### config.mk
export PLATFORM = sky130hd
export DESIGN_NAME = qpsk_frame_ctrl_flat
export DESIGN_NICKNAME = d
export VERILOG_FILES = /design/src/rtl/qpsk_frame_ctrl_if.sv /design/src/rtl/qpsk_frame_ctrl.sv /design/src/flat_wrapper.sv
export SDC_FILE = /design/constraint.sdc
export NUM_CORES = 1
export LEC_CHECK = 0
export ABC_CLOCK_PERIOD_IN_PS = 2660
export CORE_ASPECT_RATIO = 0.75
export CORE_MARGIN = 3
export CORE_UTILIZATION = 23
export CTS_BUF_LIST = sky130_fd_sc_hd__clkbuf_4
export CTS_CLUSTER_DIAMETER = 40
export CTS_CLUSTER_SIZE = 8
export DETAILED_ROUTE_END_ITERATION = 10
export GPL_TIMING_DRIVEN = 0
export PLACE_DENSITY = 0.5
export SYNTH_ARGS = -nofsm -noshare
export SYNTH_HDL_FRONTEND = slang
export SYNTH_SLANG_ARGS = --single-unit
export TNS_END_PERCENT = 10
### constraint.sdc
create_clock -name CLK -period 2.66 [get_ports CLK]
set_input_delay 0.266 -clock CLK [delete_from_list [all_inputs] [get_ports CLK]]
set_output_delay 0.266 -clock CLK [all_outputs]
set_load 0.01 [all_outputs]
### src/rtl/qpsk_frame_ctrl_if.sv
// Handshake bundle between the frame scheduler, its upstream byte source and the QPSK mapper.
interface qpsk_frame_ctrl_if;
    logic       start;
    logic [7:0] len;
    logic       byte_valid;
    logic [7:0] byte_data;
    logic       byte_ready;
    logic       sym_valid;
    logic [1:0] sym_data;
    logic       busy;
    logic       done;

    modport master (
        output start, len, byte_valid, byte_data,
        input  byte_ready, sym_valid, sym_data, busy, done
    );

    modport slave (
        input  start, len, byte_valid, byte_data,
        output byte_ready, sym_valid, sym_data, busy, done
    );
endinterface

### src/rtl/qpsk_frame_ctrl.sv
// Frame scheduler for the QPSK mapper: preamble, length header, payload, then an idle gap,
// serialized as one 2-bit symbol per clock.
module qpsk_frame_ctrl #(
    parameter int PRE_LEN = 16,
    parameter int GAP_LEN = 4
) (
    input logic              CLK,
    input logic              RST,
    qpsk_frame_ctrl_if.slave bus
);
    typedef enum logic [2:0] {IDLE, PRE, HDR, PAY, GAP} state_e;

    localparam logic [15:0] PRE_N = 16'(PRE_LEN);
    localparam logic [15:0] GAP_N = 16'(GAP_LEN);

    state_e      state_q;
    logic [15:0] cnt_q;
    logic [7:0]  bytes_left_q;
    logic [5:0]  sh_q;
    logic [1:0]  pairs_q;
    logic        sym_valid_q;
    logic [1:0]  sym_data_q;
    logic        busy_q;
    logic        done_q;
    logic        byte_ready;

    // Decoded from state only so the upstream source never sees a combinational path from byte_valid.
    assign byte_ready = (state_q == PAY) && (pairs_q == 2'd0) && (bytes_left_q != 8'd0);

    always_ff @(posedge CLK) begin
        if (RST) begin
            state_q      <= IDLE;
            cnt_q        <= '0;
            bytes_left_q <= '0;
            sh_q         <= '0;
            pairs_q      <= '0;
            sym_valid_q  <= 1'b0;
            sym_data_q   <= 2'b00;
            busy_q       <= 1'b0;
            done_q       <= 1'b0;
        end else begin
            done_q <= 1'b0;
            case (state_q)
                IDLE: begin
                    sym_valid_q <= 1'b0;
                    busy_q      <= 1'b0;
                    if (bus.start) begin
                        state_q      <= PRE;
                        bytes_left_q <= bus.len;
                        cnt_q        <= 16'd1;
                        sym_valid_q  <= 1'b1;
                        sym_data_q   <= 2'b00;
                        busy_q       <= 1'b1;
                    end
                end
                PRE: begin
                    sym_valid_q <= 1'b1;
                    if (cnt_q == PRE_N) begin
                        // bytes_left_q still holds the captured length here
                        sym_data_q <= bytes_left_q[7:6];
                        sh_q       <= bytes_left_q[5:0];
                        cnt_q      <= 16'd1;
                        state_q    <= HDR;
                    end else begin
                        sym_data_q <= {2{cnt_q[0]}};
                        cnt_q      <= cnt_q + 16'd1;
                    end
                end
                HDR: begin
                    sym_valid_q <= 1'b1;
                    sym_data_q  <= sh_q[5:4];
                    sh_q        <= {sh_q[3:0], 2'b00};
                    if (cnt_q == 16'd3) begin
                        cnt_q   <= '0;
                        pairs_q <= '0;
                        state_q <= (bytes_left_q != 8'd0) ? PAY : GAP;
                    end else begin
                        cnt_q <= cnt_q + 16'd1;
                    end
                end
                PAY: begin
                    if (pairs_q != 2'd0) begin
                        sym_valid_q <= 1'b1;
                        sym_data_q  <= sh_q[5:4];
                        sh_q        <= {sh_q[3:0], 2'b00};
                        pairs_q     <= pairs_q - 2'd1;
                        if (pairs_q == 2'd1 && bytes_left_q == 8'd0) begin
                            state_q <= GAP;
                            cnt_q   <= '0;
                        end
                    end else if (byte_ready && bus.byte_valid) begin
                        sym_valid_q  <= 1'b1;
                        sym_data_q   <= bus.byte_data[7:6];
                        sh_q         <= bus.byte_data[5:0];
                        pairs_q      <= 2'd3;
                        bytes_left_q <= bytes_left_q - 8'd1;
                    end else begin
                        sym_valid_q <= 1'b0;
                    end
                end
                GAP: begin
                    sym_valid_q <= 1'b0;
                    // done is registered one edge early so it lines up with the last low cycle
                    if (cnt_q == GAP_N) begin
                        state_q <= IDLE;
                        busy_q  <= 1'b0;
                        cnt_q   <= '0;
                    end else begin
                        done_q <= (cnt_q == GAP_N - 16'd1);
                        cnt_q  <= cnt_q + 16'd1;
                    end
                end
                default: state_q <= IDLE;
            endcase
        end
    end

    assign bus.byte_ready = byte_ready;
    assign bus.sym_valid  = sym_valid_q;
    assign bus.sym_data   = sym_data_q;
    assign bus.busy       = busy_q;
    assign bus.done       = done_q;
endmodule

### src/flat_wrapper.sv
// flat-port wrapper written by rule: the top's interface ports become plain ports
module qpsk_frame_ctrl_flat 
#(
    parameter int PRE_LEN = 16,
    parameter int GAP_LEN = 4
)
  (CLK, RST, bus_start, bus_len, bus_byte_valid, bus_byte_data, bus_byte_ready, bus_sym_valid, bus_sym_data, bus_busy, bus_done);
  qpsk_frame_ctrl_if bus_i ();
  input logic CLK;
  input logic RST;
  input wire logic [$bits(bus_i.start)-1:0] bus_start;
  input wire logic [$bits(bus_i.len)-1:0] bus_len;
  input wire logic [$bits(bus_i.byte_valid)-1:0] bus_byte_valid;
  input wire logic [$bits(bus_i.byte_data)-1:0] bus_byte_data;
  output wire logic [$bits(bus_i.byte_ready)-1:0] bus_byte_ready;
  output wire logic [$bits(bus_i.sym_valid)-1:0] bus_sym_valid;
  output wire logic [$bits(bus_i.sym_data)-1:0] bus_sym_data;
  output wire logic [$bits(bus_i.busy)-1:0] bus_busy;
  output wire logic [$bits(bus_i.done)-1:0] bus_done;
  assign bus_i.start = bus_start;
  assign bus_i.len = bus_len;
  assign bus_i.byte_valid = bus_byte_valid;
  assign bus_i.byte_data = bus_byte_data;
  assign bus_byte_ready = bus_i.byte_ready;
  assign bus_sym_valid = bus_i.sym_valid;
  assign bus_sym_data = bus_i.sym_data;
  assign bus_busy = bus_i.busy;
  assign bus_done = bus_i.done;
  qpsk_frame_ctrl #(.PRE_LEN(PRE_LEN), .GAP_LEN(GAP_LEN)) u_core (.CLK(CLK), .RST(RST), .bus(bus_i));
endmodule
==> flow_metrics.tcl <==
set metrics [dict create \
    cts_bufs_inserted 5 \
    yosysUniqueCellTypes 53 \
    timing.critical_path.from_type "flip-flop" \
    routedWlPerCell_um 14.0 \
    detail-route-antenna-nets 0 \
    cp_slowest_cell "sky130_fd_sc_hd__clkdlybuf4s50_1" \
    p_int_mw 1.39 \
    grt_first_pass_wirelength_um 10700 \
    initial_antenna_violation_count 0 \
    design.portCount 26 \
    fin_total_pwr_mw 2.47 \
    dpl.hpwl_um 4850 \
    power.share.combinational_pct 49.3 \
    syn-instance-count 293 \
    switching_share_pct 43.8 \
    drcViolationCount 0 \
    power.share.clock_pct 17.3 \
    layout.nets 350 \
    setup_viol 0 \
    core.rowCount 31 \
    pre_cts_slack_ns 0.263 \
    run_status "finished, final reports clean" \
    die_height_um 93.4 \
    cts_hold_buf 0 \
    cts.path.max_buffers 2 \
    worst_slew_pin_slew_ns 0.713 \
    layout-drive-gt1-share_pct 8.31 \
    global_route.usage.met2_pct 15.0 \
    unrepaired_setup_endpoints_after_global_routing "false" \
    drt_pass1_iterations 4 \
    synth.area.mux_share_pct 5.55 \
    port-buffer-count 24 \
    grt_overflow_total 0 \
    cellPowerDensity_nw_per_um2 874 \
    n_antenna_cell 0 \
    async_flop_share_pct 0 \
    core_area_um2 9770 \
    synth_area_per_cell_um2 8.00 \
    yosys.area_share.simple_pct 29.8 \
    dominant_combinational_cell_family_by_area_after_synthesis "simple AND/OR/NAND/NOR gates" \
    number_of_vias_after_detailed_routing 2194 \
    final_min_period_over_clock_period_pct 92.9 \
    clock_pin_slew_worst_setup_and_hold_paths_ns 0.13 \
    gr-max-usage-layer "met1" \
    tritoncts "yes" \
    final.setup.worst_slack_ns 0.190 \
    synth_xor_area_share_pct 5.23 \
    yosys.area.top_type_share_pct 34.2 \
    crit_family "buffers and inverters" \
    ir_worst_vdd_uv 236 \
    mappedNetlistNets 319 \
    maxCapViolations 0 \
    seq_area_frac_synth_pct 34.2 \
    drt-initial-drc-count 179 \
    cts-root-buf "sky130_fd_sc_hd__clkbuf_4" \
    yosys.area_share.adder_pct 3.20 \
    global_route.usage.met3_pct 2.48 \
    gr-usage-met1_pct 19.0 \
    ys_seq_elements 40 \
    timing.critical_path.fanout_max 6 \
    yosysTopAreaCell "sky130_fd_sc_hd__dfxtp_1" \
    clkLatencyLatePin_ns 0.36 \
    worst-path-buf-inv 2 \
    gp_congestion 0.887 \
    slew_margin_rel_pct 52.1 \
    pwr-share-seq_pct 33.4 \
    synthToLayoutAreaGrowth_pct 20.8 \
    count_of_final_max_slew_check_failures 0 \
    post_synth_instance_area_um2 2340 \
    fp.dieArea_um2 11400 \
    period_needed_ns 2.47 \
    routed_wirelength_um 6380 \
    p_leak_nw 0.985 \
    first_global_vias 2052 \
    setup.worst_path.end_class "primary output" \
    largest_cells_by_area_after_synthesis "sky130_fd_sc_hd__dfxtp_1 34%, sky130_fd_sc_hd__nor2_1 6.6%, sky130_fd_sc_hd__mux2i_1 5.6%, sky130_fd_sc_hd__nand2_1 4.5%, sky130_fd_sc_hd__a21oi_1 4.3%" \
    timing.critical_path.slowest_cell_delay_ns 0.57 \
    maximum_number_of_pins_on_one_net_before_global_route_repair 13 \
    synth_compound_gate_area_share_pct 18.1 \
    clock_tree_sinks 40 \
    synth_warnings 0 \
    final_cell_mix "41 x sky130_fd_sc_hd__nor2_1, 40 x sky130_fd_sc_hd__dfxtp_1, 28 x sky130_fd_sc_hd__nand2_1" \
    hp-class "input port to flip-flop" \
    worstPathCellList "inv_1 -> ha_1 -> and3_2 -> nor3_1 -> clkdlybuf4s50_1" \
    final_hold_viol_count 0 \
    floorplan.initialDensity_pct 24.0 \
    synth_ff_type "sky130_fd_sc_hd__dfxtp_1" \
    synth_enable_flop_cells 0 \
    grtUsageTotal_pct 11.8 \
    maximum_level_of_the_cts_h_tree 2 \
    worst-setup-path-type "flip-flop to primary output" \
    setup-tns-final_ns 0 \
    die_w_um 123 \
    achievable-frequency_mhz 405 \
    critical_path_arrival_ns 2.20 \
    final_common_cell "sky130_fd_sc_hd__nor2_1" \
    vias_per_cell 4.80 \
    cp_data_required_time_ns 2.39 \
    fin_worst_skew_ns 0.0201 \
    power.net_switching_mw 1.08 \
]
-- worst reg2reg max path, stage by stage (launching register included) --
cell and delay, ns:
sky130_fd_sc_hd__dfxtp_1 0.43, sky130_fd_sc_hd__nor4_4 0.45, sky130_fd_sc_hd__nand3_4 0.15, sky130_fd_sc_hd__a211oi_2 0.63
sky130_fd_sc_hd__a21o_1 0.31, sky130_fd_sc_hd__buf_2 0.27, sky130_fd_sc_hd__nor2_1 0.08
-- routing by layer --
| layer | part of all wire, % | vias to the layer above |
|---|---|---|
| met5 | 0 | - |
| met4 | 1.2 | 0 |
| met3 | 5.2 | 7 |
| met2 | 38 | 48 |
| met1 | 56 | 1023 |
| li1 | - | 1116 |
-- sequential cells by signal, summed over array words and instances (netlist names) --
name,count
u_core.sh_q,6
u_core.bytes_left_q,8
u_core.bus.sym_valid,1
u_core.bus.done,1
u_core.bus.sym_data,2
u_core.pairs_q,2
u_core.bus.busy,1
u_core.state_q,3
u_core.cnt_q,16
-- through the flow --
| stage | hold slack (ns) | cells | instance area, um^2 | util, % |
|---|---|---|---|---|
| CTS | 0.256 | 457 | 2830 | 28.9 |
| global route | 0.265 | 457 | 2830 | 29.0 |
| finish | 0.250 | 457 | 2830 | 29.0 |
| floorplan | 0.418 | 293 | 2340 | - |
| global placement | 0.473 | 449 | 2750 | 28.1 |
| detailed placement | 0.486 | 449 | 2750 | 28.1 |
-- Yosys cell counts (3+ instances only) --
cell,n
sky130_fd_sc_hd__nor2_1,41
sky130_fd_sc_hd__dfxtp_1,40
sky130_fd_sc_hd__nand2_1,28
sky130_fd_sc_hd__a21oi_1,20
sky130_fd_sc_hd__o21ai_0,15
sky130_fd_sc_hd__nor3_1,14
sky130_fd_sc_hd__mux2i_1,13
sky130_fd_sc_hd__clkbuf_1,9
sky130_fd_sc_hd__inv_1,9
sky130_fd_sc_hd__nand3_1,8
sky130_fd_sc_hd__xnor2_1,8
sky130_fd_sc_hd__nand4_1,7
sky130_fd_sc_hd__ha_1,6
sky130_fd_sc_hd__nor4_1,6
sky130_fd_sc_hd__xor2_1,6
sky130_fd_sc_hd__a22oi_1,5
sky130_fd_sc_hd__and3_1,4
sky130_fd_sc_hd__nor2b_1,4
sky130_fd_sc_hd__a211oi_1,3
sky130_fd_sc_hd__buf_2,3
sky130_fd_sc_hd__nor4b_1,3
sky130_fd_sc_hd__o31ai_1,3
-- cell families (layout without fill, tap and decap cells) --
| kind of cell | count (synthesis) | count (layout) |
|---|---|---|
| compound gates | 65 | 65 |
| xor+xnor | 14 | 14 |
| fa+ha+maj | 6 | 6 |
| buf+inv | 23 | 55 |
| flops | 40 | 40 |
| mux | 13 | 13 |
| simple gates | 132 | 132 |
-- worst paths after layout --
kind                                                  endpoint  slack (ns)                                 from  depth (start not counted)
worst max-delay path                            bus_byte_ready        0.19  u_core.bytes_left_q[0]$_SDFFE_PP0P_                          5
worst min-delay path              u_core.cnt_q[0]$_SDFFE_PP0P_        0.25                                  RST                          2
worst max register to register    u_core.cnt_q[2]$_SDFFE_PP0P_        0.24  u_core.bytes_left_q[2]$_SDFFE_PP0P_                          6
worst min register to register  u_core.pairs_q[1]$_SDFFE_PP0P_        0.51       u_core.pairs_q[1]$_SDFFE_PP0P_                          2
-- cell type report --
| class | instances | area (um^2) |
|---|---|---|
| fillers | 1087 | 6940 |
| multi-input cells | 230 | 1450 |
| flip-flops and latches | 40 | 801 |
| repair buffers | 24 | 240 |
| well taps | 132 | 165 |
| plain buffers | 14 | 58.8 |
| clock buffers | 6 | 45.0 |
| clock inverters | 2 | 35.0 |
| inverters | 9 | 33.8 |
-- power by group through the flow --
stage          clock network [mW]  logic, mW  registers [mW]
2_1_floorplan                   0      0.912           0.802
3_3_place_gp                    0       1.21           0.838
3_5_place_dp                    0       1.21           0.836
4_1_cts                     0.436       1.22           0.823
5_1_grt                     0.462       1.38           0.842
6_report                    0.428       1.22           0.826
-- repair_timing --
item,CTS,global route
gates resized for setup,0,2
buffers inserted,0,0
setup endpoints to repair,0,1
No activity file was read; power rests on OpenSTA's default activity.
